<file path="config.mk">
export PLATFORM = sky130hd
export DESIGN_NAME = spi_cmd_bridge_flat
export DESIGN_NICKNAME = d
export VERILOG_FILES = /design/src/rtl/spi_cmd_pkg.sv /design/src/rtl/spi_cmd_bridge_if.sv /design/src/rtl/spi_cmd_fifo.sv /design/src/rtl/spi_cmd_bridge.sv /design/src/flat_wrapper.sv
export SDC_FILE = /design/constraint.sdc
export NUM_CORES = 1
export LEC_CHECK = 0
export BUFFER_PORTS_ARGS = -buffer_cell sky130_fd_sc_hd__buf_4
export CORE_UTILIZATION = 64
export DETAILED_ROUTE_END_ITERATION = 8
export PLACE_DENSITY_LB_ADDON = 0.1
export SYNTH_ARGS = -nofsm -noshare
export SYNTH_HDL_FRONTEND = slang
export SYNTH_SLANG_ARGS = --single-unit
</file>
<file path="constraint.sdc">
create_clock -name clk -period 3.5 [get_ports clk]
set_clock_uncertainty 0.15 [all_clocks]
set_input_delay 0.7 -clock clk [delete_from_list [all_inputs] [get_ports clk]]
set_output_delay 0.7 -clock clk [all_outputs]
set_load 0.02 [all_outputs]
</file>
<file path="src/rtl/spi_cmd_pkg.sv">
// Shared definitions for the SPI command bridge: command word layout,
// opcodes and FSM state encodings.
package spi_cmd_pkg;

    localparam int OP_LSB   = 30;
    localparam int ADDR_LSB = 16;
    localparam int DATA_LSB = 0;

    typedef enum logic [1:0] {
        OP_NOP      = 2'b00,
        OP_STAGE_LO = 2'b01,
        OP_COMMIT   = 2'b10,
        OP_RSVD     = 2'b11
    } opcode_e;

    localparam logic [1:0] ST_IDLE    = 2'd0;
    localparam logic [1:0] ST_WAIT    = 2'd1;
    localparam logic [1:0] ST_CAPTURE = 2'd2;
    localparam logic [1:0] ST_EXEC    = 2'd3;

    function automatic opcode_e get_op(input logic [31:0] word);
        return opcode_e'(word[OP_LSB +: 2]);
    endfunction

endpackage

</file>
<file path="src/rtl/spi_cmd_bridge_if.sv">
// Register-write request channel between the bridge and the SoC bus adapter.
interface spi_cmd_bridge_if #(
    parameter int ADDR_W = 14
);
    logic              req_valid;
    logic              req_ready;
    logic [ADDR_W-1:0] req_addr;
    logic [31:0]       req_wdata;

    modport master (output req_valid, output req_addr, output req_wdata, input req_ready);
    modport slave  (input req_valid, input req_addr, input req_wdata, output req_ready);
endinterface

</file>
<file path="src/rtl/spi_cmd_fifo.sv">
// Pending-write queue. A pop frees its slot in the same cycle, so a push into
// a full queue is still accepted when the head is being consumed.
module spi_cmd_fifo #(
    parameter int DW    = 46,
    parameter int DEPTH = 4
) (
    input  logic          clk,
    input  logic          reset,
    input  logic          i_push,
    input  logic [DW-1:0] i_data,
    input  logic          i_pop,
    output logic [DW-1:0] o_data,
    output logic          o_valid,
    output logic          o_overflow
);
    localparam int AW = $clog2(DEPTH);

    logic [AW:0]   r_wr_ptr;
    logic [AW:0]   r_rd_ptr;
    logic [DW-1:0] r_mem [DEPTH];
    logic          w_empty;
    logic          w_full;
    logic          w_pop_ok;
    logic          w_push_ok;

    assign w_empty    = (r_wr_ptr == r_rd_ptr);
    assign w_full     = (r_wr_ptr[AW] != r_rd_ptr[AW]) && (r_wr_ptr[AW-1:0] == r_rd_ptr[AW-1:0]);
    assign w_pop_ok   = i_pop & ~w_empty;
    assign w_push_ok  = i_push & (~w_full | w_pop_ok);
    assign o_overflow = i_push & w_full & ~w_pop_ok;
    assign o_valid    = ~w_empty;
    assign o_data     = r_mem[r_rd_ptr[AW-1:0]];

    // Pointer and storage update.
    always_ff @(posedge clk or negedge reset) begin
        if (!reset) begin
            r_wr_ptr <= '0;
            r_rd_ptr <= '0;
            for (int i = 0; i < DEPTH; i++) begin
                r_mem[i] <= '0;
            end
        end else begin
            if (w_push_ok) begin
                r_mem[r_wr_ptr[AW-1:0]] <= i_data;
                r_wr_ptr                <= r_wr_ptr + {{AW{1'b0}}, 1'b1};
            end
            if (w_pop_ok) begin
                r_rd_ptr <= r_rd_ptr + {{AW{1'b0}}, 1'b1};
            end
        end
    end

endmodule

</file>
<file path="src/rtl/spi_cmd_bridge.sv">
// Moves the SPI slave's latched 32-bit word into the clk domain, decodes it as
// a command and queues 32-bit register writes for the bus adapter.
module spi_cmd_bridge
    import spi_cmd_pkg::*;
#(
    parameter int ADDR_W     = 14,
    parameter int FIFO_DEPTH = 4,
    parameter int SETTLE     = 2
) (
    input  logic              clk,
    input  logic              reset,
    input  logic              i_spi_ss,
    input  logic [31:0]       i_spi_word,
    spi_cmd_bridge_if.master  req,
    output logic [15:0]       o_frame_cnt,
    output logic              o_err_overflow,
    output logic              o_err_opcode
);
    localparam int CNT_W = (SETTLE > 1) ? $clog2(SETTLE) : 1;
    localparam int DW    = ADDR_W + 32;

    logic              r_ss_meta;
    logic              r_ss_sync;
    logic              r_ss_d;
    logic              w_rise;
    logic [1:0]        r_state;
    logic [CNT_W-1:0]  r_cnt;
    logic [31:0]       r_word;
    logic [15:0]       r_lo_stage;
    logic [15:0]       r_frame_cnt;
    logic              r_err_overflow;
    logic              r_err_opcode;
    opcode_e           w_op;
    logic              w_push;
    logic [DW-1:0]     w_push_data;
    logic [DW-1:0]     w_head;
    logic              w_fifo_ovf;

    assign w_rise      = r_ss_sync & ~r_ss_d;
    assign w_op        = get_op(r_word);
    assign w_push      = (r_state == ST_EXEC) && (w_op == OP_COMMIT);
    assign w_push_data = {r_word[ADDR_LSB +: ADDR_W], r_word[DATA_LSB +: 16], r_lo_stage};

    // SS synchronizer and edge history; idle-high reset avoids a false rise.
    always_ff @(posedge clk or negedge reset) begin
        if (!reset) begin
            r_ss_meta <= 1'b1;
            r_ss_sync <= 1'b1;
            r_ss_d    <= 1'b1;
        end else begin
            r_ss_meta <= i_spi_ss;
            r_ss_sync <= r_ss_meta;
            r_ss_d    <= r_ss_sync;
        end
    end

    // Frame FSM: wait for REG_DIN to settle, capture, then decode and act.
    always_ff @(posedge clk or negedge reset) begin
        if (!reset) begin
            r_state     <= ST_IDLE;
            r_cnt       <= '0;
            r_word      <= 32'h0000_0000;
            r_lo_stage  <= 16'h0000;
            r_frame_cnt <= 16'h0000;
            r_err_opcode <= 1'b0;
        end else begin
            case (r_state)
                ST_IDLE: begin
                    if (w_rise) begin
                        r_state     <= ST_WAIT;
                        r_cnt       <= '0;
                        r_frame_cnt <= r_frame_cnt + 16'd1;
                    end
                end
                ST_WAIT: begin
                    r_cnt <= r_cnt + {{(CNT_W-1){1'b0}}, 1'b1};
                    if (r_cnt == CNT_W'(SETTLE - 1)) begin
                        r_state <= ST_CAPTURE;
                    end
                end
                ST_CAPTURE: begin
                    r_word  <= i_spi_word;
                    r_state <= ST_EXEC;
                end
                ST_EXEC: begin
                    case (w_op)
                        OP_STAGE_LO: r_lo_stage   <= r_word[DATA_LSB +: 16];
                        OP_RSVD:     r_err_opcode <= 1'b1;
                        default:     ;
                    endcase
                    r_state <= ST_IDLE;
                end
                default: r_state <= ST_IDLE;
            endcase
        end
    end

    // Sticky overflow flag, cleared only by reset.
    always_ff @(posedge clk or negedge reset) begin
        if (!reset) begin
            r_err_overflow <= 1'b0;
        end else if (w_fifo_ovf) begin
            r_err_overflow <= 1'b1;
        end else begin
            r_err_overflow <= r_err_overflow;
        end
    end

    spi_cmd_fifo #(
        .DW    (DW),
        .DEPTH (FIFO_DEPTH)
    ) u_fifo (
        .clk        (clk),
        .reset      (reset),
        .i_push     (w_push),
        .i_data     (w_push_data),
        .i_pop      (req.req_ready),
        .o_data     (w_head),
        .o_valid    (req.req_valid),
        .o_overflow (w_fifo_ovf)
    );

    assign req.req_addr    = w_head[DW-1:32];
    assign req.req_wdata   = w_head[31:0];
    assign o_frame_cnt     = r_frame_cnt;
    assign o_err_overflow  = r_err_overflow;
    assign o_err_opcode    = r_err_opcode;

endmodule

</file>
<file path="src/flat_wrapper.sv">
// flat-port wrapper written by rule: the top's interface ports become plain ports
module spi_cmd_bridge_flat import spi_cmd_pkg::*;
#(
    parameter int ADDR_W     = 14,
    parameter int FIFO_DEPTH = 4,
    parameter int SETTLE     = 2
)
  (clk, reset, i_spi_ss, i_spi_word, o_frame_cnt, o_err_overflow, o_err_opcode, req_req_valid, req_req_addr, req_req_wdata, req_req_ready);
  spi_cmd_bridge_if #(.ADDR_W(ADDR_W)) req_i ();
  input  logic clk;
  input  logic reset;
  input  logic i_spi_ss;
  input  logic [31:0] i_spi_word;
  output logic [15:0] o_frame_cnt;
  output logic o_err_overflow;
  output logic o_err_opcode;
  output wire logic [$bits(req_i.req_valid)-1:0] req_req_valid;
  output wire logic [$bits(req_i.req_addr)-1:0] req_req_addr;
  output wire logic [$bits(req_i.req_wdata)-1:0] req_req_wdata;
  input wire logic [$bits(req_i.req_ready)-1:0] req_req_ready;
  assign req_req_valid = req_i.req_valid;
  assign req_req_addr = req_i.req_addr;
  assign req_req_wdata = req_i.req_wdata;
  assign req_i.req_ready = req_req_ready;
  spi_cmd_bridge #(.ADDR_W(ADDR_W), .FIFO_DEPTH(FIFO_DEPTH), .SETTLE(SETTLE)) u_core (.clk(clk), .reset(reset), .i_spi_ss(i_spi_ss), .i_spi_word(i_spi_word), .req(req_i), .o_frame_cnt(o_frame_cnt), .o_err_overflow(o_err_overflow), .o_err_opcode(o_err_opcode));
endmodule
</file>
# After elaboration in Yosys (flattened, before gate mapping)
# Index checks and enable logic that the tools add are counted.
# W data, S select, Z words.
# totals
regBits	262
in_bits	36
out_inout_bits	65
wordCells	67
# op_classes
addsub	4
n_lt_le_gt_ge	3
eq_ne	11
n_mux	11
n_bitwise	12
reduce_logical	10
# op_table
cell	n
$bwmux W184	1
$mux W46	3
$bmux W46 S2	1
$demux W46 S2	1
$add A16 B1 Y16 const B	1
$reduce_and A2 Y1	5
$eq A2 B2 Y1 const B	4
$pmux W2 S4	1
$add A3 B1 Y3 const B	2
$ge A3 B3 Y1 const B	2
$not A2 Y3	2
$and A1 B1 Y1	5
$eq A2 B1 Y1 const B	2
$mux W2	2
$ne A2 B1 Y1 const B	2
$not A1 Y1	4
$eq A3 B3 Y1	1
$logic_and A1 B1 Y1	3
$lt A3 B1 Y1 const B	1
$eq A2 B2 Y1	1
$logic_not A2 Y1	1
$pmux W1 S2	1
$reduce_bool A2 Y1	1
$add A1 B1 Y1 const B	1
other kinds (3)	3

# Logic depth before layout (Yosys ltp)
# Gate-level depths: netlist (run 1).
# logic_depth
word_depth	6
ltp_mapped	7
depth_no_buf	6

# Modules after synthesis
# A second synthesis (run 1) with hierarchy kept.
# unflattened
hier_cells	674
area_unflattened_um2	11397.2
# by_module_without_submodules
mod	instances	cells_per_inst	area_per_inst_um2	seq_area_each_um2
spi_cmd_fifo	1	482	8518.2	4754.6
spi_cmd_bridge	1	192	2879.0	1805.5

# Worst setup path before layout (run 1)
# OpenSTA, ideal clock, no wires.
# synth_path
path_kind	register to output
startpoint	register u_core.u_fifo.r_rd_ptr[0]
endpoint	output req_req_addr[0]
t_arrival_ns	1.573
t_required_ns	2.650
setup_slack_ns	1.077
path_stages_with_launch	4
path_buffers	2
path_cell_list	dfrtp_1 > buf_2 > buf_2 > mux4_2
# synth_between
elab_chain_len	4
# synth_lines
item	line	rtl
start, declared	spi_cmd_fifo.sv:19	logic [AW:0] r_rd_ptr;
start signal, assigned	spi_cmd_fifo.sv:48	r_rd_ptr <= r_rd_ptr + {{AW{1'b0}}, 1'b1};
$not A2 Y3 (implied by the code)	spi_cmd_fifo.sv:32	assign o_data = r_mem[r_rd_ptr[AW-1:0]];
$bmux W46 S2	spi_cmd_fifo.sv:32	
$mux W46 (implied by the code) (2 in series)	spi_cmd_fifo.sv:32	
end, declared	flat_wrapper.sv:18	output wire logic [$bits(req_i.req_addr)-1:0] req_req_addr;
# No other way between the ends. The select of a mux whose other input is x is not followed.

# Worst setup path in the final report (run 1)
# layout_path
startpoint	register u_core.u_fifo.r_rd_ptr[0]
endpoint	output req_req_wdata[5]
# layout_between
elab_chain_len	4
# layout_lines
item	line	rtl
$not A2 Y3 (implied by the code)	spi_cmd_fifo.sv:32	
$bmux W46 S2	spi_cmd_fifo.sv:32	
$mux W46 (implied by the code) (2 in series)	spi_cmd_fifo.sv:32	
end, declared	flat_wrapper.sv:19	output wire logic [$bits(req_i.req_wdata)-1:0] req_req_wdata;
# No other way between the ends. The select of a mux whose other input is x is not followed.

==> impl_metrics.tcl, run 1 <==
set metrics [dict create \
    grt_pass1_vias 6713 \
    fin_nets 825 \
    rows 47 \
    synth-seq-cells 262 \
    cts_buffers 27 \
    power.leakage_nw 6.26 \
    path_delay_family "flip-flops" \
    synth_cells 666 \
    outcome "completed" \
    synthSimpleGateAreaFrac_pct 1.90 \
    ys.flop_type "dfrtp_1" \
    clock_sinks 262 \
    postRouteAntennaNets 0 \
    placed_cells_incl_taps 969 \
    antennaDiodeCount 0 \
    crit_fanout 26 \
    final.min_clock_period_ns 3.33 \
    dpl.hpwl_um 13200 \
    synth_top_family_by_area "multiplexers" \
    place_congestion 0.721 \
    clk_pin_slew_ns 0.06 \
    finalHoldViolations 0 \
    cp_slowest_stage_delay_ns 0.77 \
    setup_viol 0 \
    p_int_mw 7.75 \
    wl_per_cell_um 21.3 \
    stdcell_count 1012 \
    multi_input_area_um2 4310 \
    power_density_nw_per_um2 890 \
    p_sw_mw 3.72 \
    fp.dieArea_um2 17800 \
    worst_ep_arrival_time_ns 2.48 \
    grt-ovfl-total 0 \
    cpMaxStageDelayCell "dfrtp_4" \
    p_comb_share_pct 33.1 \
    yosysSeqAreaShare_pct 59.4 \
    drt_first_pass_iters 4 \
    synthesis.nets 713 \
    drv_cap 0 \
    post-route-period-util_pct 95.3 \
    grt_max_degree 115 \
    nFillCells 1019 \
    die_h_um 133 \
    ir_drop_v 0.000689 \
    postCtsHoldBufs 0 \
    num_io_pins 101 \
    initial_core_util_pct 66.1 \
    clkPwrFrac_pct 22.5 \
    synth_cell_types 33 \
    crit_buf_inv 2 \
    slew_violations 0 \
    synthArstFlopShare_pct 100 \
    avgSynthCellArea_um2 16.6 \
    crit_type "register to primary output" \
    drt-initial-drc-count 246 \
    io_buffers 100 \
    rr_endpoint "u_core.u_fifo.r_mem[99]" \
    cts.path.max_buffers 3 \
    end_kind "primary output" \
    ys_warn_count 0 \
    critPathRequiredTime_ns 2.65 \
    worstRegToRegCells 5 \
    max-slew-margin-rel_pct 32.8 \
    cts_max_level 1 \
    post-cts-setup-buffer-count 0 \
    crit_chain "buf_4 -> mux4_2 -> buf_4" \
    seqCellArea_um2 6570 \
    grt_pass1_wl_um 35300 \
    syn2layout_area_growth_pct 16.7 \
    cp_common_cell "buf_4" \
    hp-class "input pin to async pin" \
    rsz0062_at_grt "no" \
    synth_fa_ha_area_share_pct 1.25 \
    setup_tns_ns 0 \
    switching_share_pct 32.4 \
    syn_area_um2 11000 \
    synth-edff-count 0 \
    cts_root_buf "clkbuf_16" \
    seq_power_share_pct 44.4 \
    design_area_um2 12900 \
    drc_errors 0 \
    start_kind "register" \
    dr_total_vias 6054 \
    wl_um 21500 \
    clkLatencyLatePin_ns 0.53 \
    yosys-mux-area-fraction_pct 33.2 \
    grtUsageTotal_pct 25.5 \
    cts_resized 0 \
    synth-compound-area-share_pct 0.861 \
    r2r_slack_ns 0.61 \
    achievable-frequency_mhz 300 \
    antenna_found_initial 0 \
    cts_tree "done" \
    r2r_start "u_core.u_fifo.r_rd_ptr[0]" \
    worst_slew_pin_slew_ns 1.01 \
    synth_xor_xnor_area_share_pct 1.74 \
    die_w_um 133 \
    drive_above_1_share_pct 55.3 \
    core_area_um2 16700 \
    via_per_inst 5.98 \
    place_area_um2 12100 \
]
[state kept, by name, indices dropped and copies added (netlist names)]
signal / flops
u_core.u_fifo.r_rd_ptr: 3
u_core.o_err_overflow: 1
u_core.r_lo_stage: 16
u_core.r_cnt: 1
u_core.r_ss_meta: 1
u_core.r_word: 32
u_core.r_ss_d: 1
u_core.u_fifo.r_mem: 184
u_core.o_err_opcode: 1
u_core.r_ss_sync: 1
u_core.u_fifo.r_wr_ptr: 3
u_core.r_state: 2
u_core.o_frame_cnt: 16
[per-stage QoR]
step           hold WS (ns)  power, mW  setup WS [ns]  utilization, %
2_1_floorplan         0.195       7.52           1.08               -
3_3_place_gp          0.197       8.68          0.657            72.5
3_5_place_dp          0.198       8.93          0.616            72.5
4_1_cts               0.110       11.6         0.0826            77.2
5_1_grt               0.110       12.1        0.00402            77.2
6_report             0.0806       11.5          0.166            77.2
[worst max-delay path by stage]
stage                                   start                       end  cells past startpoint
global placement    u_core.u_fifo.r_rd_ptr[0]         req_req_wdata[15]                      3
finish              u_core.u_fifo.r_rd_ptr[0]          req_req_wdata[5]                      3
CTS                 u_core.u_fifo.r_rd_ptr[0]         req_req_wdata[15]                      3
detailed placement  u_core.u_fifo.r_rd_ptr[0]  u_core.u_fifo.r_mem[119]                      5
floorplan           u_core.u_fifo.r_rd_ptr[0]           req_req_addr[0]                      3
global route        u_core.u_fifo.r_rd_ptr[0]         req_req_wdata[15]                      3
[kinds of logic (layout without fill, tap and decap cells)]
family                     after synthesis  in the layout
AOI/OAI and AO/OA                       14             14
DFF                                    262            262
and+or+nand+nor                         39             39
xor gates and xnor gates                22             22
adders and majority gates               11             11
muxes                                  280            280
buffers and inverters                   38            164
[layout make-up]
cell class	count	share of cell area (%)
well taps	220	2.14
multi-input cells	366	33.5
inverters	6	0.175
clock buffers	40	5.86
clock inverters	3	0.175
repair buffers	115	7.24
flip-flops and latches	262	51.0
[cell usage in the layout, fill, tap and decap left out, drive strengths merged, types with 4 or more instances in the layout]
cell	count
dfrtp	259
mux2	234
buf	115
mux4	46
clkbuf	40
nand2	14
xnor2	13
ha	11
xor2	9
inv	8
o21ai	5
nand3	4
nand4	4
[cell usage after synthesis (2+ instances only)]
| library cell | number | share of area [%] |
|---|---|---|
| buf_1 | 2 | 0.068 |
| a31oi_1 | 2 | 0.11 |
| and3_1 | 3 | 0.17 |
| mux2_1 | 2 | 0.20 |
| dfstp_2 | 3 | 0.71 |
| o21ai_0 | 5 | 0.23 |
| a21oi_1 | 3 | 0.14 |
| xnor2_1 | 13 | 1.0 |
| and2_1 | 2 | 0.11 |
| mux4_2 | 46 | 9.4 |
| nand2_2 | 3 | 0.17 |
| xor2_1 | 9 | 0.71 |
| ha_1 | 11 | 1.2 |
| nor3_1 | 3 | 0.14 |
| nor2_1 | 2 | 0.068 |
| nand2_1 | 11 | 0.37 |
| dfrtp_1 | 259 | 59 |
| nand3_1 | 4 | 0.18 |
| clkbuf_1 | 9 | 0.31 |
| buf_4 | 4 | 0.27 |
| mux2_2 | 232 | 24 |
| buf_2 | 17 | 0.77 |
| nand4_1 | 4 | 0.23 |
| inv_1 | 6 | 0.20 |
| nand3b_1 | 3 | 0.20 |
[routing by layer]
layer  GRT usage, %  vias to the layer above  wire length, um
met1           33.7                     3225             9130
met2           42.8                      128            10900
met5              0                        -                0
met3           5.44                       41              957
li1               -                     2660                -
met4           7.51                        0              512
[power groups by stage]
stage / combinational (mW) / clock [mW] / sequential [mW]
2_1_floorplan: 2.78 / 0 / 4.74
3_3_place_gp: 3.68 / 0 / 5.00
3_5_place_dp: 3.81 / 0 / 5.12
4_1_cts: 3.84 / 2.63 / 5.09
5_1_grt: 4.06 / 2.73 / 5.26
6_report: 3.79 / 2.59 / 5.09
No activity file was read; power rests on OpenSTA's default activity.
==> run 2, diff against run 1 <==
--- a/config.mk
+++ b/config.mk
@@ -6,7 +6,7 @@
 export NUM_CORES = 1
 export LEC_CHECK = 0
 export BUFFER_PORTS_ARGS = -buffer_cell sky130_fd_sc_hd__buf_4
-export CORE_UTILIZATION = 64
+export CORE_UTILIZATION = 55
 export DETAILED_ROUTE_END_ITERATION = 8
 export PLACE_DENSITY_LB_ADDON = 0.1
 export SYNTH_ARGS = -nofsm -noshare
==> impl_metrics.tcl, run 2 (synthesis gave the netlist of run 1 again) <==
set metrics [dict create \
    antenna_found_initial 0 \
    grt_pass1_vias 6528 \
    cts_resized 0 \
    clock_sinks 262 \
    hp-class "input pin to async pin" \
    dpl.hpwl_um 13100 \
    largest_register "u_core.u_fifo.r_mem" \
    core_area_um2 19600 \
    clk_pin_slew_ns 0.05 \
    crit_type "register to primary output" \
    grt_pass1_wl_um 34700 \
    setup_tns_ns 0 \
    rr_endpoint "u_core.u_fifo.r_mem[105]" \
    cts_tree "done" \
    worst_slew_pin_slew_ns 0.994 \
    fin_nets 825 \
    seqCellArea_um2 6570 \
    power_density_nw_per_um2 905 \
    violations "negative hold slack" \
    wl_per_cell_um 19.9 \
    grtUsageTotal_pct 22.1 \
    setup_viol 0 \
    drt-initial-drc-count 249 \
    achievable-frequency_mhz 332 \
    dr_total_vias 5994 \
    pre_cts_ws_ns 0.858 \
    ir_drop_v 0.000480 \
    drive_above_1_share_pct 56.3 \
    num_io_pins 101 \
    holdWs_ns -0.00232 \
    cts_buffers 28 \
    crit_fanout 48 \
    die_h_um 144 \
    place_area_um2 12200 \
    nFillCells 1348 \
    final.min_clock_period_ns 3.01 \
    multi_input_area_um2 4310 \
    outcome "finished, violations left" \
    die_w_um 144 \
    slew_violations 0 \
    fp.dieArea_um2 20700 \
    io_buffers 100 \
    critPathRequiredTime_ns 2.65 \
    clkLatencyLatePin_ns 0.53 \
    postRouteAntennaNets 0 \
    antennaDiodeCount 0 \
    post-route-period-util_pct 86.1 \
    rsz0062_at_grt "no" \
    end_kind "primary output" \
    grt-ovfl-total 0 \
    postCtsHoldBufs 0 \
    largestRegisters "u_core.u_fifo.r_mem (184), u_core.r_word (32)" \
    cts.path.max_buffers 3 \
    layout_common_cells "dfrtp_1 (257), mux2_2 (232), buf_4 (106), mux4_2 (46), clkbuf_16 (29)" \
    fin_util_pct 67.2 \
    finalHoldViolations 4 \
    cts_max_level 1 \
    layout_commonest_cell "dfrtp_1" \
    rows 51 \
    drv_cap 0 \
    largest_reg_flops 184 \
    r2r_slack_ns 0.85 \
    cts_root_buf "clkbuf_16" \
    grt_max_degree 72 \
    r2r_start "u_core.u_fifo.r_rd_ptr[0]" \
    syn2layout_area_growth_pct 19.1 \
    worst_slack_ns 0.487 \
    placed_cells_incl_taps 1013 \
    place_congestion 0.785 \
    p_total_mw 11.9 \
    start_kind "register" \
    drc_errors 0 \
    design_area_um2 13200 \
    power.leakage_nw 6.35 \
    post-cts-setup-buffer-count 0 \
    worstRegToRegCells 5 \
    worst_ep_arrival_time_ns 2.16 \
    drt_first_pass_iters 4 \
    max-slew-margin-rel_pct 33.8 \
    wl_um 21200 \
    stdcell_count 1064 \
    via_per_inst 5.63 \
    initial_core_util_pct 56.4 \
]
run 2: cell count changes in the layout (fill, tap and decap cells not counted), sizes merged:
cell,previous run,this run
bufinv,0,4
clkbuf,40,38
buf,115,114
inv,8,6
clkinv,1,5
clkinvlp,0,4
run 2: cell type report:
class | instances | share of cell area, %
sequential | 262 | 49.9
multi-input combinational | 366 | 32.8
timing repair buffer | 114 | 7.23
clock buffer | 38 | 6.08
tap | 265 | 2.52
clock inverter | 13 | 1.33
inverter | 6 | 0.171
run 2: worst max-delay path, stage by stage (launching register included):
cell     delay (ns)
dfrtp_2        0.36
buf_4          0.62
mux4_2         0.45
buf_4          0.18
run 2: worst max-delay path by stage:
stage,from,end,slack [ns],cells past startpoint
after CTS,u_core.u_fifo.r_rd_ptr[0],req_req_addr[3],0.46,3
after floorplan,u_core.u_fifo.r_rd_ptr[0],req_req_addr[0],1.08,3
after global placement,req_req_ready,u_core.u_fifo.r_mem[148],0.94,6
after global routing,u_core.u_fifo.r_rd_ptr[0],req_req_wdata[5],0.41,3
after detailed placement,u_core.u_fifo.r_rd_ptr[0],u_core.u_fifo.r_mem[98],0.86,5
final,u_core.u_fifo.r_rd_ptr[1],req_req_wdata[5],0.49,3
run 2: routing by layer:
layer	global-route usage, %	vias up	wire [um]
met1	30.2	3187	9450
li1	-	2678	-
met5	0	-	0
met2	37.2	109	10700
met3	3.40	20	758
met4	5.32	0	295
run 2: power by group:
| part | switching (mW) | total [mW] | leakage (nW) | internal, mW |
|---|---|---|---|---|
| logic | 1.73 | 3.87 | 2.46 | 2.14 |
| registers | 0.823 | 4.97 | 3.42 | 4.15 |
| clock network | 1.17 | 3.06 | 0.469 | 1.89 |
| total | 3.72 | 11.9 | 6.35 | 8.18 |
==> run 3, diff against run 2 <==
--- a/config.mk
+++ b/config.mk
@@ -8,6 +8,7 @@
 export BUFFER_PORTS_ARGS = -buffer_cell sky130_fd_sc_hd__buf_4
 export CORE_UTILIZATION = 55
 export DETAILED_ROUTE_END_ITERATION = 8
+export HOLD_SLACK_MARGIN = 0.08
 export PLACE_DENSITY_LB_ADDON = 0.1
 export SYNTH_ARGS = -nofsm -noshare
 export SYNTH_HDL_FRONTEND = slang
==> impl_metrics.tcl, run 3 (synthesis gave the netlist of run 1 again) <==
set metrics [dict create \
    setup_viol 0 \
    design_area_um2 13200 \
    antenna_found_initial 0 \
    seq_power_share_pct 41.8 \
    drc_errors 0 \
    ir_drop_v 0.000480 \
    post-route-period-util_pct 86.1 \
    die_h_um 144 \
    final.min_clock_period_ns 3.01 \
    end_kind "primary output" \
    min-delay-start "i_spi_ss" \
    achievable-frequency_mhz 332 \
    cp_common_cell "buf_4" \
    drive_above_1_share_pct 56.3 \
    cts_tree "done" \
    finalHoldViolations 0 \
    outcome "completed" \
    postRouteAntennaNets 0 \
    p_comb_share_pct 32.5 \
    r2r_start "u_core.u_fifo.r_rd_ptr[0]" \
    max-slew-margin-rel_pct 33.7 \
    clkLatencyLatePin_ns 0.53 \
    layout_commonest_cell "dfrtp_1" \
    syn2layout_area_growth_pct 19.2 \
    drt_first_pass_iters 4 \
    rows 51 \
    cts_max_level 1 \
    via_per_inst 5.62 \
    r2r_slack_ns 0.85 \
    slew_violations 0 \
    rsz0062_at_grt "no" \
    clkPwrFrac_pct 25.7 \
    hp-class "input pin to register" \
    p_sw_mw 3.73 \
    num_io_pins 101 \
    core_area_um2 19600 \
    setup_tns_ns 0 \
    worst_slew_pin_slew_ns 0.995 \
    cp_slowest_stage_delay_ns 0.61 \
    wl_per_cell_um 19.9 \
    crit_fanout 48 \
    crit_buf_inv 2 \
    cpMaxStageDelayCell "buf_4" \
    worstRegToRegCells 5 \
    dpl.hpwl_um 13100 \
    wl_um 21200 \
    rr_endpoint "u_core.u_fifo.r_mem[115]" \
    power.leakage_nw 6.36 \
    dr_total_vias 5989 \
    worst_ep_arrival_time_ns 2.16 \
    largest_reg_flops 184 \
    crit_type "register to primary output" \
    grtUsageTotal_pct 22.1 \
    fin_nets 826 \
    cts.path.max_buffers 3 \
    p_int_mw 8.18 \
    crit_chain "buf_4 -> mux4_2 -> buf_4" \
    post-cts-setup-buffer-count 0 \
    initial_core_util_pct 56.4 \
    die_w_um 144 \
    start_kind "register" \
    power_density_nw_per_um2 904 \
    drt-initial-drc-count 279 \
    largest_register "u_core.u_fifo.r_mem" \
    cts_buffers 28 \
    drv_cap 0 \
    place_area_um2 12200 \
    critPathRequiredTime_ns 2.65 \
    startpoint "u_core.u_fifo.r_rd_ptr[1]" \
    antennaDiodeCount 0 \
    switching_share_pct 31.3 \
    clock_sinks 262 \
    cts_root_buf "clkbuf_16" \
    layout_common_cells "dfrtp_1 (257), mux2_2 (232), buf_4 (106), mux4_2 (46), clkbuf_16 (29)" \
    clk_pin_slew_ns 0.06 \
    grt_pass1_vias 6540 \
    largestRegisters "u_core.u_fifo.r_mem (184), u_core.r_word (32)" \
    path_delay_family "buffers and inverters" \
    io_buffers 100 \
    grt-ovfl-total 0 \
    grt_max_degree 72 \
    grt_pass1_wl_um 34700 \
    place_congestion 0.785 \
    hold_end "u_core.r_ss_meta" \
    hold_depth 1 \
    fp.dieArea_um2 20700 \
]
## run 3: worst max-delay path by stage
stage	endpoint	slack (ns)	depth (start not counted)
floorplan	req_req_addr[0]	1.08	3
global placement	u_core.u_fifo.r_mem[148]	0.94	6
detailed placement	u_core.u_fifo.r_mem[98]	0.86	5
CTS	req_req_addr[3]	0.46	3
global route	req_req_wdata[5]	0.41	3
finish	req_req_wdata[5]	0.49	3
## run 3: area by class of cell
cell class | count | area, um2
Sequential cell | 262 | 6570
Fill cell | 1349 | 6420
Multi-Input combinational cell | 366 | 4310
Timing Repair Buffer | 115 | 961
Clock buffer | 38 | 800
Tap cell | 265 | 332
Clock inverter | 13 | 175
Inverter | 6 | 22.5
## run 3: layer usage
metal,part of all wire [%],global-route usage (%),up-vias
li1,-,-,2677
met3,3.5,3.40,19
met2,50,37.3,106
met4,1.4,5.32,0
met1,45,30.2,3187
met5,0,0,-
## run 3: per-stage QoR
stage	utilization (%)	setup WS [ns]	std cells	power [mW]	hold WS (ns)
finish	67.2	0.485	1065	11.9	0.119
global route	67.2	0.414	1065	12.6	0.103
CTS	67.2	0.457	1065	12.0	0.0998
detailed placement	62.2	0.858	1013	8.95	0.197
global placement	62.2	0.945	1013	8.73	0.197
floorplan	-	1.08	666	7.52	0.195
## run 3: power groups by stage
stage	combinational, mW	clock [mW]	sequential (mW)
3_3_place_gp	3.81	0	4.92
4_1_cts	3.94	3.13	4.97
2_1_floorplan	2.78	0	4.74
6_report	3.87	3.06	4.97
5_1_grt	4.17	3.26	5.14
3_5_place_dp	3.93	0	5.02
## run 3: timing repair
item                                    CTS  global route
hold buffers                              1             0
endpoints found under the hold margin    66             0
resized for setup                         0             0
endpoints found under the setup margin    0             0
## run 3: worst register-to-register path, delay by kind of cell (launching register included)
family | cells | cell delay, ns
AND/OR/NAND/NOR | 1 | 0.52
flip-flops | 1 | 0.50
multiplexers | 1 | 0.37
XOR/XNOR | 1 | 0.36
AO/OA/AOI/OAI | 1 | 0.33
buffers and inverters | 1 | 0.29
